File: config.mk
export PLATFORM = sky130hd
export DESIGN_NAME = fpu_issue_ctrl
export DESIGN_NICKNAME = d
export VERILOG_FILES = /design/src/rtl/fpu_issue_ctrl_pkg.sv /design/src/rtl/fpu_issue_ctrl_sgnj.sv /design/src/rtl/fpu_issue_ctrl.sv
export SDC_FILE = /design/constraint.sdc
export NUM_CORES = 1
export LEC_CHECK = 0
export BUFFER_PORTS_ARGS = -buffer_cell sky130_fd_sc_hd__buf_2
export CORE_ASPECT_RATIO = 2
export CORE_MARGIN = 2
export CORE_UTILIZATION = 53
export DETAILED_ROUTE_END_ITERATION = 7
export PLACE_DENSITY = 0.88
export REMOVE_ABC_BUFFERS = 1
export SETUP_SLACK_MARGIN = 0.2
export SLEW_MARGIN = 40
export SYNTH_ARGS = -nofsm -noshare
export SYNTH_HDL_FRONTEND = slang
export SYNTH_SLANG_ARGS = --single-unit
File: constraint.sdc
create_clock -name clk -period 3.6 [get_ports clk]
set_input_delay 0.18 -clock clk [delete_from_list [all_inputs] [get_ports clk]]
set_output_delay 0.18 -clock clk [all_outputs]
set_load 0.02 [all_outputs]
File: src/rtl/fpu_issue_ctrl_pkg.sv
// Shared FPU select encodings and constants for the FP issue controller.
package fpu_issue_ctrl_pkg;

  localparam logic [2:0] FPU_ASEL = 3'd0;
  localparam logic [2:0] FPU_BSEL = 3'd1;
  localparam logic [2:0] FPU_SGNJ = 3'd2;
  localparam logic [2:0] FPU_ADD  = 3'd3;
  localparam logic [2:0] FPU_MADD = 3'd4;
  localparam logic [2:0] FPU_CVT  = 3'd5;

  localparam logic [31:0] CANON_NAN = 32'h7FC0_0000;

  function automatic logic is_core_op(input logic [2:0] sel);
    return (sel == FPU_ADD) || (sel == FPU_MADD) || (sel == FPU_CVT);
  endfunction

endpackage

File: src/rtl/fpu_issue_ctrl_sgnj.sv
// fpu_sgnj_unit: single-cycle sign-inject and A/B pass-through result mux.
module fpu_sgnj_unit
  import fpu_issue_ctrl_pkg::*;
#(
  parameter int DATA_W = 32
) (
  input  logic [2:0]        sel,
  input  logic [2:0]        fnc3,
  input  logic [DATA_W-1:0] op_a,
  input  logic [DATA_W-1:0] op_b,
  output logic [DATA_W-1:0] result
);

  logic sgn;

  always_comb begin
    sgn = op_a[DATA_W-1];
    case (fnc3)
      3'd0:    sgn = op_b[DATA_W-1];
      3'd1:    sgn = ~op_b[DATA_W-1];
      3'd2:    sgn = op_a[DATA_W-1] ^ op_b[DATA_W-1];
      default: sgn = op_a[DATA_W-1];
    endcase
  end

  // Unknown select codes fall back to pass-A.
  always_comb begin
    case (sel)
      FPU_SGNJ: result = {sgn, op_a[DATA_W-2:0]};
      FPU_BSEL: result = op_b;
      default:  result = op_a;
    endcase
  end

endmodule

File: src/rtl/fpu_issue_ctrl.sv
// FP issue controller: local trivial ops, req/ack/done handshake to the FP core.
// Optional watchdog on WAIT/DRAIN enabled by defining FPU_TIMEOUT_EN.
module fpu_issue_ctrl
  import fpu_issue_ctrl_pkg::*;
#(
  parameter int DATA_W         = 32,
  parameter int TIMEOUT_CYCLES = 64
) (
  input  logic              clk,
  input  logic              rst,
  input  logic              fpu_valid,
  input  logic [2:0]        fpusel,
  input  logic [2:0]        fnc3,
  input  logic [DATA_W-1:0] op_a,
  input  logic [DATA_W-1:0] op_b,
  input  logic [DATA_W-1:0] op_c,
  input  logic              kill,
  output logic              stall,
  output logic              fpu_done,
  output logic [DATA_W-1:0] fpu_result,
  output logic              core_req,
  output logic [2:0]        core_op,
  output logic [DATA_W-1:0] core_a,
  output logic [DATA_W-1:0] core_b,
  output logic [DATA_W-1:0] core_c,
  input  logic              core_ack,
  input  logic              core_done,
  input  logic [DATA_W-1:0] core_result,
  output logic              fpu_timeout
);

  typedef enum logic [2:0] {
    S_IDLE,
    S_REQ,
    S_WAIT,
    S_DONE,
    S_DRAIN
  } state_e;

  state_e            state;
  logic              pending;
  logic [2:0]        fnc3_q;

  logic              acc_idle;
  logic              acc_drain;
  logic              accept;
  logic              to_fire;
  logic [2:0]        nxt_sel;
  logic [2:0]        lu_fnc3;
  logic [DATA_W-1:0] lu_a;
  logic [DATA_W-1:0] lu_b;
  logic [DATA_W-1:0] lu_res;

  assign acc_idle  = fpu_valid && !kill && (state == S_IDLE || state == S_DONE);
  assign acc_drain = fpu_valid && !kill && (state == S_DRAIN) && !pending;
  assign accept    = acc_idle || acc_drain;

  assign stall = accept || (state == S_REQ) || (state == S_WAIT) ||
                 (state == S_DRAIN && pending);

  // Local results come from live inputs in the accept cycle, otherwise from
  // the op parked in the operand registers while a drain finishes.
  assign nxt_sel = accept ? fpusel : core_op;
  assign lu_fnc3 = accept ? fnc3   : fnc3_q;
  assign lu_a    = accept ? op_a   : core_a;
  assign lu_b    = accept ? op_b   : core_b;

  fpu_sgnj_unit #(
    .DATA_W (DATA_W)
  ) u_sgnj (
    .sel    (nxt_sel),
    .fnc3   (lu_fnc3),
    .op_a   (lu_a),
    .op_b   (lu_b),
    .result (lu_res)
  );

`ifdef FPU_TIMEOUT_EN
  localparam int CNT_W = $clog2(TIMEOUT_CYCLES) + 1;

  logic [CNT_W-1:0] to_cnt;

  // REQ always precedes WAIT and kill in WAIT re-enters DRAIN, so clearing
  // there gives a fresh count on every WAIT/DRAIN entry.
  always_ff @(posedge clk) begin
    if (rst || !(state == S_WAIT || state == S_DRAIN) || (state == S_WAIT && kill))
      to_cnt <= '0;
    else
      to_cnt <= to_cnt + 1'b1;
  end

  assign to_fire = !core_done && (to_cnt == CNT_W'(TIMEOUT_CYCLES - 1)) &&
                   ((state == S_WAIT && !kill) || state == S_DRAIN);

  always_ff @(posedge clk) begin
    if (rst)
      fpu_timeout <= 1'b0;
    else if (to_fire)
      fpu_timeout <= 1'b1;
  end
`else
  logic unused_timeout_cfg;

  assign unused_timeout_cfg = (TIMEOUT_CYCLES != 0);
  assign to_fire            = 1'b0;
  assign fpu_timeout        = 1'b0;
`endif

  always_ff @(posedge clk) begin
    if (rst) begin
      state      <= S_IDLE;
      pending    <= 1'b0;
      fpu_done   <= 1'b0;
      fpu_result <= '0;
      core_req   <= 1'b0;
      core_op    <= '0;
      core_a     <= '0;
      core_b     <= '0;
      core_c     <= '0;
      fnc3_q     <= '0;
    end else begin
      fpu_done <= 1'b0;
      if (accept) begin
        core_op <= fpusel;
        fnc3_q  <= fnc3;
        core_a  <= op_a;
        core_b  <= op_b;
        core_c  <= op_c;
      end
      case (state)
        S_IDLE, S_DONE: begin
          state <= S_IDLE;
          if (acc_idle) begin
            if (is_core_op(fpusel)) begin
              state    <= S_REQ;
              core_req <= 1'b1;
            end else begin
              state      <= S_DONE;
              fpu_done   <= 1'b1;
              fpu_result <= lu_res;
            end
          end
        end
        S_REQ: begin
          if (kill) begin
            core_req <= 1'b0;
            state    <= core_ack ? S_DRAIN : S_IDLE;
          end else if (core_ack) begin
            core_req <= 1'b0;
            state    <= S_WAIT;
          end
        end
        S_WAIT: begin
          if (kill) begin
            state <= S_DRAIN;
          end else if (core_done) begin
            state      <= S_DONE;
            fpu_done   <= 1'b1;
            fpu_result <= core_result;
          end else if (to_fire) begin
            state      <= S_DONE;
            fpu_done   <= 1'b1;
            fpu_result <= DATA_W'(CANON_NAN);
          end
        end
        S_DRAIN: begin
          if (acc_drain) pending <= 1'b1;
          if (kill)      pending <= 1'b0;
          // The drained result is discarded; only a parked op continues.
          if (core_done || to_fire) begin
            pending <= 1'b0;
            if (!kill && (pending || acc_drain)) begin
              if (is_core_op(nxt_sel)) begin
                state    <= S_REQ;
                core_req <= 1'b1;
              end else begin
                state      <= S_DONE;
                fpu_done   <= 1'b1;
                fpu_result <= lu_res;
              end
            end else begin
              state <= S_IDLE;
            end
          end
        end
        default: state <= S_IDLE;
      endcase
    end
  end

  a_no_valid_while_busy: assert property (@(posedge clk) disable iff (rst)
    !(fpu_valid && (state == S_REQ || state == S_WAIT)));

endmodule

==> impl_metrics.py <==
metrics = {
    "clocking": {
        "htree_levels": 4,
        "clk_pin_slew_ns": 0.06,
        "cts_max_path_buffers": 2,
        "clock-sinks": 140,
        "cts_tree": "done",
        "cts_root_buf": "clkbuf_16",
        "cts-resized-gates": 0,
        "cts_buffers": 17,
        "clock_latency_ns": 0.41,
    },
    "critical_path": {
        "crit_cells": 6,
        "cp_slowest_cell": "a2111oi_0",
        "ff2ff_setup_slack_ns": 0.91,
        "rr_endpoint": "fpu_result[6]",
        "crit_buf_inv": 1,
        "ff2ff_path_depth": 6,
        "path_delay_family": "compound AO/OA/AOI/OAI gates",
        "r2r_start": "state[0]",
        "critPathKind": "reg2reg",
        "endpoint_kind": "flop",
        "cp_data_arrival_time_ns": 3.03,
        "cp-endpoint": "fpu_result[6]",
        "cp-start-kind": "flop",
        "path_max_fanout": 165,
        "crit_path_max_incr_delay_ns": 0.59,
        "crit_top_cell": "a2111oi_0",
        "startpoint": "state[0]",
        "path_cells": "nor4b_4 -> a22o_4 -> buf_12 -> a2111oi_0 -> a2111oi_0 -> mux2_4",
        "required_ns": 3.94,
    },
    "floorplanning": {
        "boundaryPins": 275,
        "chipWidth_um": 85.22,
        "dieArea_um2": 14180,
        "rows": 59,
        "start_util_pct": 54.12,
        "dieHeight_um": 166.4,
        "core-area_um2": 12920,
    },
    "global_routing": {
        "grtUsageTotal_pct": 29.67,
        "grt_pass1_vias": 7324,
        "antenna_found_initial": 3,
        "grt_pass1_wl_um": 34270,
        "grt_max_degree": 166,
        "overflow": 0,
    },
    "final_layout": {
        "layout_commonest_cell": "buf_2",
        "drive_gt1_share_pct": 31.39,
        "nets": 1228,
        "final_cell_mix": "272 x buf_2, 216 x nand2_1, 140 x dfxtp_1",
        "fillers": 1023,
        "syn_to_final_growth_pct": 29.10,
    },
    "synth": {
        "synth_area_leaders": "dfxtp_1 40%, nand2_1 12%, a21oi_1 8.1%",
        "ys.flop_type": "dfxtp_1",
        "ys.warnings.count": 0,
        "ys_seq_elements": 140,
        "yosysUniqueCellTypes": 55,
        "syn_area_um2": 6992,
        "yosys.area.top_type": "dfxtp_1",
        "seq_area_frac_synth_pct": 40.09,
        "syn_inst": 848,
        "synth.top_cell.area_share_pct": 40.09,
        "synth_edf_count": 0,
        "syn_avg_cell_area_um2": 8.245,
        "async_reset_ff_share_pct": 0,
    },
    "sta": {
        "final-setup-viol-count": 0,
        "fin_crit_ns": 2.689,
        "worstMarginPinSlew_ns": 0.7654,
        "final-max-slew-violation-count": 0,
        "rsz0062_at_grt": "no",
        "finalCritPeriodShare_pct": 74.69,
        "finClkSkew_ns": 0.01271,
        "hold_violations": 0,
        "clock.fmax_mhz": 371.9,
        "slew_headroom_pct": 48.85,
        "whs_ns": 0.009907,
    },
    "flow_run": {
        "drv_cap": 0,
    },
    "placement": {
        "dp_hpwl_um": 15020,
        "gp_congestion": 0.9101,
        "port_buffers": 273,
    },
    "power_and_ir_drop": {
        "power.density_nw_per_um2": 537.2,
        "p_total_mw": 4.849,
        "worst_ir_drop_vdd_mv": 0.4407,
        "p_leak_nw": 4.084,
    },
    "detailed_routing": {
        "drtIter0Drc": 398,
        "antenna_left": 0,
        "first_pass_iters": 5,
        "num_vias": 7254,
        "drt-total-wl_um": 21610,
        "routed_via_density": 5.785,
        "remaining_drc_errors": 0,
        "routedWlPerCell_um": 17.23,
    },
    "min_path": {
        "hold_depth": 3,
        "holdCritPathClass": "in2reg",
    },
    "status": {
        "status": "finished, final reports clean",
    },
}
registers in the layout (all words and copies together) (netlist names):
name / cells
fnc3_q: 3
core_op: 3
core_req: 1
pending: 1
fpu_result: 32
core_a: 32
core_c: 32
core_b: 32
state: 3
fpu_done: 1
tightest hold or removal path: stages:
cell and delay (ns):
buf_2 0.10, nand2_1 0.05, a21oi_1 0.05
Yosys cell counts (all sizes together) (2+ instances only):
master / n
nor2: 39
nor3: 2
nand4: 3
nand3: 3
and3: 2
nor3b: 4
clkbuf: 40
a21oi: 113
buf: 33
nand2b: 3
nand2: 216
a31oi: 3
o22ai: 2
o221ai: 3
xor2: 2
and2: 2
mux2: 31
mux2i: 34
nor4bb: 3
or3b: 2
o311ai: 2
inv: 8
nand3b: 4
a2111oi: 62
nor2b: 65
o21ai: 7
o31ai: 2
o211ai: 3
dfxtp: 140
cell type report:
class	instances	area, µm²	share of cell area [%]
Inverter	8	30.03	0.3327
Antenna cell	3	7.507	0.08317
Tap cell	152	190.2	2.107
Timing Repair Buffer	294	1582	17.52
Multi-Input combinational cell	627	3809	42.20
Sequential cell	140	2803	31.05
Clock inverter	10	138.9	1.539
Clock buffer	20	466.7	5.171
repair_timing:
action,CTS,global route
endpoints found under the hold margin,7,0
setup buffers,0,0
hold buffers,7,0
worst min path at each step:
stage / start / endpoint / slack (ns)
finish: op_c[16] / core_c[16] / 0.01
global route: op_c[26] / core_c[26] / 0.0009
CTS: op_c[16] / core_c[16] / 0.0002
detailed placement: op_c[0] / core_c[0] / 0.42
global placement: op_c[23] / core_c[23] / 0.42
floorplan: rst / core_a[0] / 0.25
cells by family (layout without fill, tap and decap cells):
family / after synthesis / after routing / share of synthesized area (%)
and+or+nand+nor: 350 / 350 / 23.09
AOI/OAI and AO/OA: 207 / 207 / 19.99
DFF: 140 / 140 / 40.09
buffers and inverters: 81 / 332 / 5.709
muxes: 65 / 65 / 10.45
xor gates and xnor gates: 3 / 3 / 0.4833
adders and majority gates: 1 / 1 / 0.1432
other: 1 / 4 / 0.05363
report_power, final:
group          internal, mW  switching [mW]
clock                  1.14           0.673
sequential             1.71           0.115
combinational         0.463           0.750
total                  3.31            1.54
metrics by stage:
stage	cell area [µm²]	cells	setup TNS [ns]	util (%)	setup slack, ns
floorplan	6623	775	-0.4758	-	-0.3889
finish	9026	1254	0	69.87	0.9111
global placement	8343	1214	0	64.58	1.064
CTS	9019	1251	0	69.81	0.8928
global route	9026	1254	0	69.87	0.7171
detailed placement	8343	1214	0	64.58	0.9454
per-layer routing:
metal | wire [µm] | up-vias | GRT usage, %
li1 | - | 3442 | -
met1 | 7817 | 3384 | 31.44
met2 | 11360 | 334 | 52.41
met3 | 1204 | 94 | 5.302
met4 | 1233 | 0 | 19.12
met5 | 0 | - | 0
Note: power is estimated with default switching activity, not from simulation.
